--- config.mk ---
export PLATFORM = sky130hd
export DESIGN_NAME = fetch_unit_flat
export DESIGN_NICKNAME = d
export VERILOG_FILES = /design/src/rtl/rv_pkg.sv /design/src/rtl/fetch_unit_if.sv /design/src/rtl/fetch_buffer.sv /design/src/rtl/fetch_unit.sv /design/src/flat_wrapper.sv
export SDC_FILE = /design/constraint.sdc
export NUM_CORES = 1
export LEC_CHECK = 0
export BUFFER_PORTS_ARGS = -buffer_cell sky130_fd_sc_hd__buf_4
export CAP_MARGIN = 20
export CORE_MARGIN = 10
export CORE_UTILIZATION = 33
export CTS_CLUSTER_SIZE = 16
export DETAILED_ROUTE_END_ITERATION = 10
export PLACE_DENSITY = 0.56
export SLEW_MARGIN = 15
export SYNTH_ARGS = -nofsm -noshare
export SYNTH_HDL_FRONTEND = slang
export SYNTH_SLANG_ARGS = --single-unit
--- constraint.sdc ---
create_clock -name clk -period 5.9 [get_ports clk]
set_input_delay 1.18 -clock clk [delete_from_list [all_inputs] [get_ports clk]]
set_output_delay 1.18 -clock clk [all_outputs]
set_load 0.005 [all_outputs]
--- src/rtl/rv_pkg.sv ---
// Shared definitions for the instruction fetch stage: state encoding and
// architectural constants.
package rv_pkg;

    typedef enum logic [2:0] {
        IDLE,  // first cycle out of reset, no request yet
        REQ,   // request raised, waiting for memory to accept it
        RESP,  // request accepted, waiting for its response
        HOLD,  // response parked in the holding buffer behind a stall
        DROP   // response outstanding for a flushed address
    } fetch_state_e;

    localparam logic [31:0] NOP_INSTR        = 32'h0000_0013;  // addi x0, x0, 0
    localparam logic [31:0] DEFAULT_RESET_PC = 32'h0000_0000;

endpackage

--- src/rtl/fetch_unit_if.sv ---
// Instruction memory port: single outstanding request, valid/ready accept,
// response returned on rvalid at least one cycle after acceptance.
interface fetch_unit_if #(
    parameter int WIDTH = 32
);
    logic             req;
    logic [WIDTH-1:0] addr;
    logic             ready;
    logic             rvalid;
    logic [WIDTH-1:0] rdata;

    // Fetch side drives the request, memory side answers it.
    modport master (output req, output addr, input ready, input rvalid, input rdata);
    modport slave  (input req, input addr, output ready, output rvalid, output rdata);

endinterface

--- src/rtl/fetch_buffer.sv ---
// One-entry holding register for an instruction and its PC that arrived
// while the IF/ID register could not take it.
module fetch_buffer #(
    parameter int WIDTH = 32
) (
    input  logic             clk,
    input  logic             rst,
    input  logic             load,
    input  logic             drain,
    input  logic             clear,
    input  logic [WIDTH-1:0] load_instr,
    input  logic [WIDTH-1:0] load_pc,
    output logic             valid,
    output logic [WIDTH-1:0] instr,
    output logic [WIDTH-1:0] pc
);

    // Occupancy flag: a flush or a drain empties the entry, a load fills it.
    always_ff @(posedge clk) begin
        // NOTE: sequential state uses non-blocking assignments so every register samples pre-edge values.
        if (rst) begin
            valid <= 1'b0;
        end else if (clear || drain) begin
            valid <= 1'b0;
        end else if (load) begin
            valid <= 1'b1;
        end
    end

    // Payload capture on load.
    always_ff @(posedge clk) begin
        // NOTE: the payload is deliberately not reset; it is only ever read while valid is set.
        if (load) begin
            instr <= load_instr;
            pc    <= load_pc;
        end
    end

endmodule

--- src/rtl/fetch_unit.sv ---
// Instruction fetch stage: owns the PC, keeps one request in flight to
// instruction memory and loads the IF/ID register consumed by decode.
module fetch_unit
    import rv_pkg::*;
#(
    parameter int               WIDTH    = 32,
    parameter logic [WIDTH-1:0] RESET_PC = WIDTH'(DEFAULT_RESET_PC)
) (
    input  logic              clk,
    input  logic              rst,
    input  logic              stall,
    input  logic              redirect_valid,
    input  logic [WIDTH-1:0]  redirect_pc,
    fetch_unit_if.master      imem,
    output logic              id_valid,
    output logic [WIDTH-1:0]  id_instr,
    output logic [WIDTH-1:0]  id_pc,
    output logic [WIDTH-1:0]  id_pc_plus4
);

    localparam logic [WIDTH-1:0] ALIGN_MASK = ~WIDTH'(3);
    localparam logic [WIDTH-1:0] PC_STEP    = WIDTH'(4);
    localparam logic [WIDTH-1:0] BOOT_PC    = RESET_PC & ALIGN_MASK;

    fetch_state_e     state, state_next;
    logic [WIDTH-1:0] pc, pc_next;
    logic             id_valid_next;
    logic [WIDTH-1:0] id_instr_next, id_pc_next;

    logic             hold_load, hold_drain, hold_clear;
    logic             hold_valid;
    logic [WIDTH-1:0] hold_instr, hold_pc;

    fetch_buffer #(.WIDTH(WIDTH)) u_fetch_buffer (
        .clk        (clk),
        .rst        (rst),
        .load       (hold_load),
        .drain      (hold_drain),
        .clear      (hold_clear),
        .load_instr (imem.rdata),
        .load_pc    (pc),
        .valid      (hold_valid),
        .instr      (hold_instr),
        .pc         (hold_pc)
    );

    assign imem.req    = (state == REQ);
    assign imem.addr   = pc;
    assign id_pc_plus4 = id_pc + PC_STEP;

    // State register.
    always_ff @(posedge clk) begin
        if (rst) begin
            state <= IDLE;
        end else begin
            state <= state_next;
        end
    end

    // PC and IF/ID pipeline register.
    always_ff @(posedge clk) begin
        if (rst) begin
            pc       <= BOOT_PC;
            id_valid <= 1'b0;
            id_instr <= WIDTH'(NOP_INSTR);
            id_pc    <= '0;
        end else begin
            pc       <= pc_next;
            id_valid <= id_valid_next;
            id_instr <= id_instr_next;
            id_pc    <= id_pc_next;
        end
    end

    // Next state, next PC and IF/ID load decisions; a redirect overrides all.
    always_comb begin
        // NOTE: every signal gets a default before the case so no path can infer a latch.
        state_next    = state;
        pc_next       = pc;
        // An un-stalled decode consumes its instruction this cycle.
        id_valid_next = id_valid & stall;
        id_instr_next = id_instr;
        id_pc_next    = id_pc;
        hold_load     = 1'b0;
        hold_drain    = 1'b0;
        hold_clear    = 1'b0;

        case (state)
            IDLE: state_next = REQ;
            REQ: begin
                if (imem.ready) begin
                    state_next = RESP;
                end
            end
            RESP: begin
                if (imem.rvalid) begin
                    pc_next = pc + PC_STEP;
                    if (!id_valid || !stall) begin
                        id_valid_next = 1'b1;
                        id_instr_next = imem.rdata;
                        id_pc_next    = pc;
                        state_next    = REQ;
                    end else begin
                        // Decode is stalled on a live instruction: park this one.
                        hold_load  = 1'b1;
                        state_next = HOLD;
                    end
                end
            end
            HOLD: begin
                if (!stall) begin
                    id_valid_next = hold_valid;
                    id_instr_next = hold_instr;
                    id_pc_next    = hold_pc;
                    hold_drain    = 1'b1;
                    state_next    = REQ;
                end
            end
            DROP: begin
                if (imem.rvalid) begin
                    state_next = REQ;
                end
            end
            default: state_next = IDLE;
        endcase

        if (redirect_valid) begin
            pc_next       = redirect_pc & ALIGN_MASK;
            id_valid_next = 1'b0;
            id_instr_next = id_instr;
            id_pc_next    = id_pc;
            hold_load     = 1'b0;
            hold_drain    = 1'b0;
            hold_clear    = 1'b1;
            // A response still owed for the old path must be swallowed in DROP.
            case (state)
                REQ:     state_next = imem.ready  ? DROP : REQ;
                RESP:    state_next = imem.rvalid ? REQ  : DROP;
                DROP:    state_next = imem.rvalid ? REQ  : DROP;
                default: state_next = REQ;
            endcase
        end
    end

endmodule

--- src/flat_wrapper.sv ---
// flat-port wrapper written by rule: the top's interface ports become plain ports
module fetch_unit_flat import rv_pkg::*;
#(
    parameter int               WIDTH    = 32,
    parameter logic [WIDTH-1:0] RESET_PC = WIDTH'(DEFAULT_RESET_PC)
)
  (clk, rst, stall, redirect_valid, redirect_pc, id_valid, id_instr, id_pc, id_pc_plus4, imem_req, imem_addr, imem_ready, imem_rvalid, imem_rdata);
  fetch_unit_if #(.WIDTH(WIDTH)) imem_i ();
  input  logic clk;
  input  logic rst;
  input  logic stall;
  input  logic redirect_valid;
  input  logic [WIDTH-1:0] redirect_pc;
  output logic id_valid;
  output logic [WIDTH-1:0] id_instr;
  output logic [WIDTH-1:0] id_pc;
  output logic [WIDTH-1:0] id_pc_plus4;
  output wire logic [$bits(imem_i.req)-1:0] imem_req;
  output wire logic [$bits(imem_i.addr)-1:0] imem_addr;
  input wire logic [$bits(imem_i.ready)-1:0] imem_ready;
  input wire logic [$bits(imem_i.rvalid)-1:0] imem_rvalid;
  input wire logic [$bits(imem_i.rdata)-1:0] imem_rdata;
  assign imem_req = imem_i.req;
  assign imem_addr = imem_i.addr;
  assign imem_i.ready = imem_ready;
  assign imem_i.rvalid = imem_rvalid;
  assign imem_i.rdata = imem_rdata;
  fetch_unit #(.WIDTH(WIDTH), .RESET_PC(RESET_PC)) u_core (.clk(clk), .rst(rst), .stall(stall), .redirect_valid(redirect_valid), .redirect_pc(redirect_pc), .imem(imem_i), .id_valid(id_valid), .id_instr(id_instr), .id_pc(id_pc), .id_pc_plus4(id_pc_plus4));
endmodule
==> flow_metrics.py <==
metrics = {
    "status": {
        "outcome": "complete, no violations",
    },
    "layout": {
        "nets": 915,
        "layout-drive-gt1-share_pct": 28.04,
        "area_growth_pct": 29.69,
        "n_antenna_cell": 0,
    },
    "pwr": {
        "net-switching-power_mw": 0.5873,
        "p_int_mw": 1.808,
        "p_per_area_mw_per_mm2": 259.2,
        "pwr-share-seq_pct": 50.2,
        "clockPowerShare_pct": 42.1,
        "ir_worst_vdd_v": 0.0001842,
        "switching_share_pct": 24.51,
        "combPwrFrac_pct": 7.7,
        "power.leakage_nw": 3.803,
    },
    "yosys": {
        "synth_area_sq_mm": 0.007127,
        "synth_simple_gate_area_share_pct": 15.80,
        "syn_avg_cell_area_sq_um": 10.50,
        "synthFlopType": "dfxtp_1",
        "synth_top_family_by_area": "simple AND/OR/NAND/NOR gates",
        "ys_seq_area_share_pct": 53.37,
        "synth_fa_ha_area_share_pct": 0.3511,
        "syn_inst": 679,
        "synth_seq_cells": 159,
        "synth_xor_area_share_pct": 6.268,
        "synth_compound_area_share_pct": 10.53,
        "yosysWarnings": 0,
        "synth.mux.area_fraction_pct": 9.498,
        "ys_types": 48,
        "synth-edff-count": 62,
        "async_reset_ff_share_pct": 0,
    },
    "worst_setup_path": {
        "cp.arrival_ns": 2.78,
        "r2r_end": "u_core.id_pc[21]$_SDFFE_PP0P_",
        "crit_type": "reg2out",
        "ff2ff_path_depth": 7,
        "crit_path_end_kind": "primary output",
        "start_kind": "register",
        "reg2reg_slack_ns": 3.07,
        "startpoint": "u_core.id_pc[2]$_SDFFE_PP0P_",
        "worstPathRequired_ns": 4.72,
        "reg2reg_from": "u_core.state[1]$_SDFFE_PP0P_",
        "crit_end": "id_pc_plus4[16]",
        "path_max_fanout": 6,
    },
    "clocking": {
        "cts_hold_buf": 0,
        "cts_sinks": 159,
        "htreeDepth": 4,
        "cts-buffers-inserted": 17,
        "ctsResizeCount": 0,
        "root_buffer": "clkbuf_16",
        "cts_tree": "built",
        "clk_latency_ns": 0.42,
        "clkSlewWorstSetupHoldPaths_ns": 0.06,
        "ctsLongestPathBuffers": 2,
        "cts_post_setup_buffers_inserted": 0,
    },
    "global_route": {
        "use_met1_pct": 17.76,
        "grt_max_degree": 98,
        "busiest_layer": "met2",
        "antenna_found_initial": 1,
        "grt_use_met3_pct": 4.707,
        "grt_pass1_wl_um": 31770,
        "gr-usage-met2_pct": 22.59,
        "grt_use_total_pct": 14.15,
        "grt_overflow_total": 0,
        "first_global_vias": 5482,
    },
    "flow_run": {
        "maxCapViolCount": 0,
    },
    "drt": {
        "avgRoutedWirePerCell_um": 17.88,
        "drtIter0Drc": 293,
        "firstDrtPassIters": 4,
        "vias_per_cell": 4.835,
        "ant_nets": 0,
        "drt-total-wl_um": 20220,
        "num_vias": 5468,
        "drc": 0,
    },
    "floorplanning": {
        "io_pins": 200,
        "dieArea_sq_mm": 0.02787,
        "chipHeight_um": 167.0,
        "rows": 53,
        "fp.coreArea_sq_mm": 0.02115,
        "start_util_pct": 33.69,
        "die_w_um": 167.0,
    },
    "timing": {
        "finalCritPeriodShare_pct": 67.08,
        "slew_headroom_pct": 28.50,
        "finalSetupViolations": 0,
        "finalClockSkew_ns": 0.009101,
        "final.setup.worst_slack_ns": 1.942,
        "max_freq_mhz": 252.7,
        "rsz0062_at_grt": "false",
        "worst_pin_slew_ns": 1.073,
        "drv_slew": 0,
        "finalHoldViolations": 0,
        "period_needed_ns": 3.958,
        "setup_tns_ns": 0,
    },
    "place": {
        "gp_congestion": 0.7838,
        "pre_cts_ws_ns": 2.052,
        "port_buffers": 191,
        "dp_hpwl_um": 14420,
    },
    "hold_path": {
        "whs_path_depth": 2,
        "min_path_type": "reg2reg",
    },
}
cells in the mapped netlist, types with 7 or more instances:
master,instances,area [sq um]
clkbuf_1,29,108.9
a21oi_1,14,70.07
nor2_1,95,356.6
dfxtp_1,97,1942
buf_2,13,65.06
mux2i_1,62,620.6
a211oi_1,72,540.5
inv_1,7,26.28
nand3_1,22,110.1
nor3_1,19,95.09
nand4_1,16,100.1
nand2_1,36,135.1
xnor2_1,42,367.9
edfxtp_1,62,1862
xor2_1,9,78.83
layer usage:
metal	up-vias	part of all wire, %
li1	2789	-
met1	2543	45
met2	126	48
met3	10	6.3
met4	0	1.0
met5	-	0
placed cells by master (no fill, tap or decap), drive strengths merged, types with 5 or more instances in the layout:
| cell type | netlist | final |
|---|---|---|
| nand4 | 19 | 19 |
| xnor2 | 42 | 42 |
| mux2 | 5 | 5 |
| clkinv | 0 | 5 |
| nor4 | 6 | 6 |
| inv | 8 | 13 |
| nor3 | 19 | 19 |
| edfxtp | 62 | 62 |
| conb | 1 | 6 |
| a21oi | 14 | 14 |
| nor2 | 95 | 95 |
| nand2 | 36 | 36 |
| and3 | 5 | 5 |
| o21ai | 6 | 6 |
| xor2 | 9 | 9 |
| dfxtp | 97 | 97 |
| nor2b | 6 | 6 |
| buf | 27 | 196 |
| and4 | 5 | 5 |
| nand3 | 22 | 22 |
| mux2i | 62 | 62 |
| a211oi | 72 | 72 |
| clkbuf | 29 | 18 |
registers in the layout, summed over array words and instances (netlist names):
signal	cells
u_core.id_pc	30
u_core.state	3
u_core.u_fetch_buffer.valid	1
u_core.id_instr	32
u_core.u_fetch_buffer.pc	30
u_core.u_fetch_buffer.instr	32
u_core.id_valid	1
u_core.imem.addr	30
metrics by stage:
stage	power, mW	utilization [%]	hold WS [ns]	instances	cell area, sq um
2_1_floorplan	1.307	-	0.4487	684	7146
3_3_place_gp	1.413	41.15	0.4624	1099	8705
3_5_place_dp	1.415	41.15	0.4737	1099	8705
4_1_cts	2.441	43.69	0.4938	1131	9243
5_1_grt	2.506	43.69	0.5229	1131	9243
6_report	2.396	43.69	0.4878	1131	9243
cell families (layout without fill, tap and decap cells):
| family | Yosys count | after routing |
|---|---|---|
| AO/OA/AOI/OAI | 105 | 105 |
| XOR/XNOR | 51 | 51 |
| adder cells (fa/ha/maj) | 2 | 2 |
| buffers and inverters | 64 | 236 |
| flip-flops | 159 | 159 |
| multiplexers | 67 | 67 |
| other | 1 | 6 |
| AND/OR/NAND/NOR | 230 | 230 |
worst min path at each step:
stage                                                        start                                        to  slack, ns
after CTS                 u_core.u_fetch_buffer.valid$_SDFFE_PP0P_                u_core.id_valid$_SDFF_PP0_       0.49
after global placement    u_core.u_fetch_buffer.valid$_SDFFE_PP0P_  u_core.u_fetch_buffer.valid$_SDFFE_PP0P_       0.46
after floorplan                  u_core.imem.addr[13]$_SDFFE_PP0P_    u_core.u_fetch_buffer.pc[13]$_DFFE_PP_       0.45
after detailed placement  u_core.u_fetch_buffer.valid$_SDFFE_PP0P_                u_core.id_valid$_SDFF_PP0_       0.47
final                     u_core.u_fetch_buffer.valid$_SDFFE_PP0P_  u_core.u_fetch_buffer.valid$_SDFFE_PP0P_       0.49
after global routing              u_core.id_instr[23]$_SDFFE_PP0P_          u_core.id_instr[23]$_SDFFE_PP0P_       0.52
critical path: stages, from the launching register on:
cell and delay, ns:
dfxtp_1 0.41, ha_1 0.23, nand4_1 0.18, nor3_1 0.66, and2_0 0.43, nand4_1 0.16, xnor2_1 0.15, buf_4 0.14
final cells by class:
type,count,area (sq um)
clock buffer,18,429.2
sequential,159,3804
timing repair buffer,196,1471
inverter,8,30.03
tap,275,344.1
clock inverter,14,108.9
fill,2075,11910
multi-input combinational,461,3055
power by group through the flow:
stage / logic, mW / registers [mW] / clock network [mW]
2_1_floorplan: 0.0943 / 1.21 / 0
3_3_place_gp: 0.187 / 1.23 / 0
3_5_place_dp: 0.188 / 1.23 / 0
4_1_cts: 0.189 / 1.20 / 1.05
5_1_grt: 0.205 / 1.21 / 1.09
6_report: 0.185 / 1.20 / 1.01
(Power assumes the default switching activity.)
